[src/rtl/multicycle_ctrl.sv]
// Multicycle sequencing FSM for the RV32I core: fetch/decode/execute/mem/wb over one memory port.
// Optional performance counters are enabled with the MULTICYCLE_CTRL_PERF_CNT_EN macro.
module multicycle_ctrl #(
    parameter int unsigned TIMEOUT_W = 8,
    parameter int unsigned CNT_WIDTH = 32
) (
    input  logic                 clk,
    input  logic                 rst,
    input  logic                 run,
    input  logic                 op_valid,
    input  logic                 MemRead,
    input  logic                 MemWrite,
    input  logic                 RegWrite,
    input  logic                 Branch,
    input  logic                 mem_ready,
    output logic                 MemReq,
    output logic                 MemWe,
    output logic                 AdrSrc,
    output logic                 IRWrite,
    output logic                 PCWrite,
    output logic                 BranchEval,
    output logic                 RegWriteEn,
    output logic                 instr_done,
    output logic                 busy,
    output logic                 fault,
    output logic [2:0]           state,
    output logic [CNT_WIDTH-1:0] retired_count,
    output logic [CNT_WIDTH-1:0] cycle_count
);

    typedef enum logic [2:0] {
        StIdle    = 3'd0,
        StFetch   = 3'd1,
        StDecode  = 3'd2,
        StExecute = 3'd3,
        StMem     = 3'd4,
        StWb      = 3'd5,
        StFault   = 3'd7
    } state_e;

    state_e               state_q, state_d, retire_next;
    logic                 l_mem_read_q, l_mem_write_q, l_reg_write_q, l_branch_q;
    logic [TIMEOUT_W-1:0] wdog_q;
    logic                 wdog_expired, mem_wait;
    logic                 retire, ir_load;
    logic                 mem_req_q, mem_we_q, adr_src_q, branch_eval_q;
    logic                 reg_write_en_q, busy_q, fault_q;

    assign wdog_expired = (wdog_q == {TIMEOUT_W{1'b1}});
    assign mem_wait     = ((state_q == StFetch) || (state_q == StMem)) && !mem_ready;
    assign retire_next  = run ? StFetch : StIdle;

    always_comb begin
        state_d = state_q;
        retire  = 1'b0;
        ir_load = 1'b0;
        unique case (state_q)
            StIdle: begin
                if (run) state_d = StFetch;
            end
            StFetch: begin
                if (wdog_expired) begin
                    state_d = StFault;
                end else if (mem_ready) begin
                    ir_load = 1'b1;
                    state_d = StDecode;
                end
            end
            StDecode: begin
                if (!op_valid || (MemRead && MemWrite)) state_d = StFault;
                else                                    state_d = StExecute;
            end
            StExecute: begin
                if (l_mem_read_q || l_mem_write_q) begin
                    state_d = StMem;
                end else if (l_reg_write_q) begin
                    state_d = StWb;
                end else begin
                    retire  = 1'b1;
                    state_d = retire_next;
                end
            end
            StMem: begin
                if (wdog_expired) begin
                    state_d = StFault;
                end else if (mem_ready) begin
                    if (l_mem_write_q) begin
                        retire  = 1'b1;
                        state_d = retire_next;
                    end else begin
                        state_d = StWb;
                    end
                end
            end
            StWb: begin
                retire  = 1'b1;
                state_d = retire_next;
            end
            StFault: state_d = StFault;
            default: state_d = StFault;
        endcase
    end

    // Moore outputs are registered from the next state so they are glitch-free flop outputs.
    always_ff @(posedge clk) begin
        if (rst) begin
            state_q        <= StIdle;
            l_mem_read_q   <= 1'b0;
            l_mem_write_q  <= 1'b0;
            l_reg_write_q  <= 1'b0;
            l_branch_q     <= 1'b0;
            wdog_q         <= '0;
            mem_req_q      <= 1'b0;
            mem_we_q       <= 1'b0;
            adr_src_q      <= 1'b0;
            branch_eval_q  <= 1'b0;
            reg_write_en_q <= 1'b0;
            busy_q         <= 1'b0;
            fault_q        <= 1'b0;
        end else begin
            state_q <= state_d;
            if (state_q == StDecode) begin
                l_mem_read_q  <= MemRead;
                l_mem_write_q <= MemWrite;
                l_reg_write_q <= RegWrite;
                l_branch_q    <= Branch;
            end
            wdog_q         <= mem_wait ? wdog_q + 1'b1 : '0;
            mem_req_q      <= (state_d == StFetch) || (state_d == StMem);
            adr_src_q      <= (state_d == StMem);
            mem_we_q       <= (state_d == StMem) && l_mem_write_q;
            // EXECUTE is only entered from DECODE, so the live Branch is what gets latched.
            branch_eval_q  <= (state_d == StExecute) && Branch;
            reg_write_en_q <= (state_d == StWb);
            busy_q         <= (state_d != StIdle) && (state_d != StFault);
            fault_q        <= (state_d == StFault);
        end
    end

    // Mealy strobes are suppressed during reset so an aborted instruction never retires.
    assign IRWrite    = ir_load && !rst;
    assign PCWrite    = retire && !rst;
    assign instr_done = retire && !rst;

    assign MemReq     = mem_req_q;
    assign MemWe      = mem_we_q;
    assign AdrSrc     = adr_src_q;
    assign BranchEval = branch_eval_q;
    assign RegWriteEn = reg_write_en_q;
    assign busy       = busy_q;
    assign fault      = fault_q;
    assign state      = state_q;

`ifdef MULTICYCLE_CTRL_PERF_CNT_EN
    logic [CNT_WIDTH-1:0] retired_q, cycles_q;

    always_ff @(posedge clk) begin
        if (rst) begin
            retired_q <= '0;
            cycles_q  <= '0;
        end else begin
            if (instr_done) retired_q <= retired_q + 1'b1;
            if (busy_q)     cycles_q  <= cycles_q + 1'b1;
        end
    end

    assign retired_count = retired_q;
    assign cycle_count   = cycles_q;
`else
    assign retired_count = '0;
    assign cycle_count   = '0;
`endif

endmodule
[config.mk]
export PLATFORM = sky130hd
export DESIGN_NAME = multicycle_ctrl
export DESIGN_NICKNAME = d
export VERILOG_FILES = /design/src/rtl/multicycle_ctrl.sv
export SDC_FILE = /design/constraint.sdc
export NUM_CORES = 1
export LEC_CHECK = 0
export CAP_MARGIN = 20
export CORE_MARGIN = 8
export CORE_UTILIZATION = 41
export DETAILED_ROUTE_END_ITERATION = 16
export PLACE_DENSITY = 0.85
export SYNTH_ARGS = -nofsm -noshare
export SYNTH_HDL_FRONTEND = slang
export SYNTH_SLANG_ARGS = --single-unit
[constraint.sdc]
create_clock -name clk -period 2.8 [get_ports clk]
set_clock_uncertainty 0.2 [all_clocks]
set_input_delay 0.7 -clock clk [delete_from_list [all_inputs] [get_ports clk]]
set_output_delay 0.7 -clock clk [all_outputs]
set_load 0.01 [all_outputs]
==> impl_metrics.yaml <==
run_status:
  outcome: "completed"
pwr:
  power.static_leakage_nw: 0.736
  p_comb_share_pct: 39.5
  intPower_mw: 0.589
  p_switching_mw: 0.329
  sw_frac_of_total_pct: 35.9
  max-vdd-ir-drop_mv: 0.172
  pwr-share-seq_pct: 38.0
  pwr-share-clk_pct: 22.4
  power_density_nw_per_um2: 560
detailed_routing:
  drt_iter0_drc: 121
  drc: 0
  viasPerCell: 4.26
  ant_nets: 0
  num_vias: 1095
  wl_per_cell_um: 12.1
  routed_wl_um: 3120
  first_pass_iters: 5
sta:
  fin_crit_sh_pct: 95.0
  final.hold.worst_slack_ns: 0.264
  slew_violations: 0
  finalSetupViolCount: 0
  fin_setup_tns_ns: 0
  post-route-min-period_ns: 2.66
  finalHoldViolations: 0
  rsz0062_at_grt: "no"
  timing.fmax_ghz: 0.376
setup_path:
  path_cells: "clkdlybuf4s50_1 > nor4b_2 > buf_4 > clkdlybuf4s15_2"
  crit_path_start_kind: "primary input"
  crit_arrival_ns: 1.76
  path_class: "in -> out"
  required_ns: 1.90
  critical-path-slowest-cell: "clkdlybuf4s50_1"
  critPathMaxStageDelay_ns: 0.43
  end_kind: "output pin"
  timing.rr.start: "wdog_q[0]"
  startpoint: "rst"
  cp_max_fo: 2
finish:
  regArea_um2: 420
  syn2layout_area_growth_pct: 8.26
  fin_nets: 220
  drive_above_1_share_pct: 12.9
  fill_cells: 354
  diodes: 0
  multi_input_area_um2: 818
synthesis:
  syn_inst: 181
  syn_area_um2: 1510
  ys_seq_elements: 21
  yosysWarnings: 0
  synth_area_leaders: "buf_4 (32%), dfxtp_1 (28%), nor2_1 (3.7%), o21ai_0 (3.0%), a21oi_1 (2.3%)"
  synth_common_cells: "buf_4 (65), dfxtp_1 (21), nor2_1 (15)"
  ys_async_sr_fraction_pct: 0
  ys_seq_area_share_pct: 27.8
  synthFlopType: "dfxtp_1"
  post-synth-top-count-cell: "buf_4"
  yosysUniqueCellTypes: 43
  synth_top_cell_by_area: "buf_4"
  synth_edf_count: 0
  synth_top_area_share_pct: 32.2
  syn_area_per_cell_um2: 8.36
clock_network:
  cts_tree: "yes"
  cts_max_level: 1
  cts_num_sinks: 21
  root_buffer: "clkbuf_8"
  path_clk_slew_ns: 0.08
  numCtsBuffers: 3
  clk_path_buf_depth: 2
  clk_latency_ns: 0.27
  postCtsSetupBuffers: 0
worst_hold_path:
  hold_start: "wdog_q[0]"
  hold_path_class: "reg -> reg"
global_routing:
  antenna_found_initial: 0
  grt_overflow: 0
  grt.total_usage_pct: 10.8
  grt_pass1_vias: 1142
  grt_pass1_wl_um: 5380
  grt_max_degree: 13
floorplanning:
  die_area_um2: 5890
  die_x_um: 76.8
  rows: 22
  fp.coreArea_um2: 3610
  chipHeight_um: 76.8
  io_pins: 86
  initial_utilization_pct: 42.0
placed_design:
  routabilityCongestion: 0.826
  portBuffers: 21
  dp_hpwl_um: 2520
run:
  max_cap_violations: 0
## worst max-delay path, delay by kind of cell
| kind | cells | cell delay, ns |
|---|---|---|
| buf+inv | 3 | 0.80 |
| simple gates | 1 | 0.26 |
## cells in the final DEF, fill, tap and decap left out, types with 2 or more instances in the layout
master / n
nor4_1: 3
nand3_1: 3
nand2b_1: 3
dfxtp_1: 21
a21oi_2: 2
inv_1: 3
o31ai_1: 3
or3_1: 2
clkdlybuf4s50_1: 17
nor2_1: 15
o21ai_0: 8
nand2_1: 7
a21oi_1: 7
nor2b_1: 2
o21bai_1: 2
conb_1: 64
dlygate4sd2_1: 3
buf_4: 10
xnor2_1: 2
xor2_1: 3
clkbuf_8: 3
## worst paths after layout
kind                                  end  slack (ns)  depth (start not counted)
worst max-delay path              IRWrite        0.14                          4
worst min-delay path            wdog_q[0]        0.26                          1
worst max register to register       busy        0.73                          8
worst min register to register  wdog_q[0]        0.26                          1
## flip-flops by register name (all words and copies together) (netlist names)
signal / count
wdog_q: 8
state: 3
AdrSrc: 1
BranchEval: 1
MemReq: 1
MemWe: 1
RegWriteEn: 1
busy: 1
fault: 1
l_mem_read_q: 1
l_mem_write_q: 1
l_reg_write_q: 1
## logic make-up after synthesis
family,synth area share [%]
XOR/XNOR,2.89
buffers and inverters,34.5
other,0.248
flip-flops,27.8
AO/OA/AOI/OAI,14.6
adder cells (fa/ha/maj),0.826
AND/OR/NAND/NOR,19.2
## per-stage QoR
step	power [mW]	area [um2]	std cells	setup slack [ns]	util (%)
2_1_floorplan	0.654	1750	244	0.512	-
3_3_place_gp	0.709	1590	253	-0.385	44.0
3_5_place_dp	0.715	1590	253	-0.424	44.0
4_1_cts	0.914	1640	257	0.127	45.5
5_1_grt	0.973	1640	257	0.0489	45.5
6_report	0.918	1640	257	0.141	45.5
## power by group through the flow
stage	registers [mW]	logic (mW)	clock network [mW]
6_report	0.349	0.363	0.206
5_1_grt	0.353	0.401	0.218
4_1_cts	0.350	0.360	0.205
3_5_place_dp	0.356	0.359	0
3_3_place_gp	0.354	0.355	0
2_1_floorplan	0.367	0.287	0
## routing by layer
layer,GRT usage (%),part of all wire (%),up-vias
met4,5.19,2.0,0
met2,18.6,49,57
met1,11.5,42,495
li1,-,-,538
met3,3.38,7.8,5
met5,0,0,-
## layout make-up
type / count / area share [%]
timing repair buffer: 31 / 17.3
tap: 48 / 3.66
clock buffer: 3 / 2.52
inverter: 3 / 0.687
clock inverter: 1 / 0.305
sequential: 21 / 25.6
multi-input combinational: 150 / 49.9
## what timing repair did
item	in CTS	in global routing
resized for setup	9	0
hold buffers	0	0
setup endpoints to repair	3	0
Power figures use the tool's default switching activity.
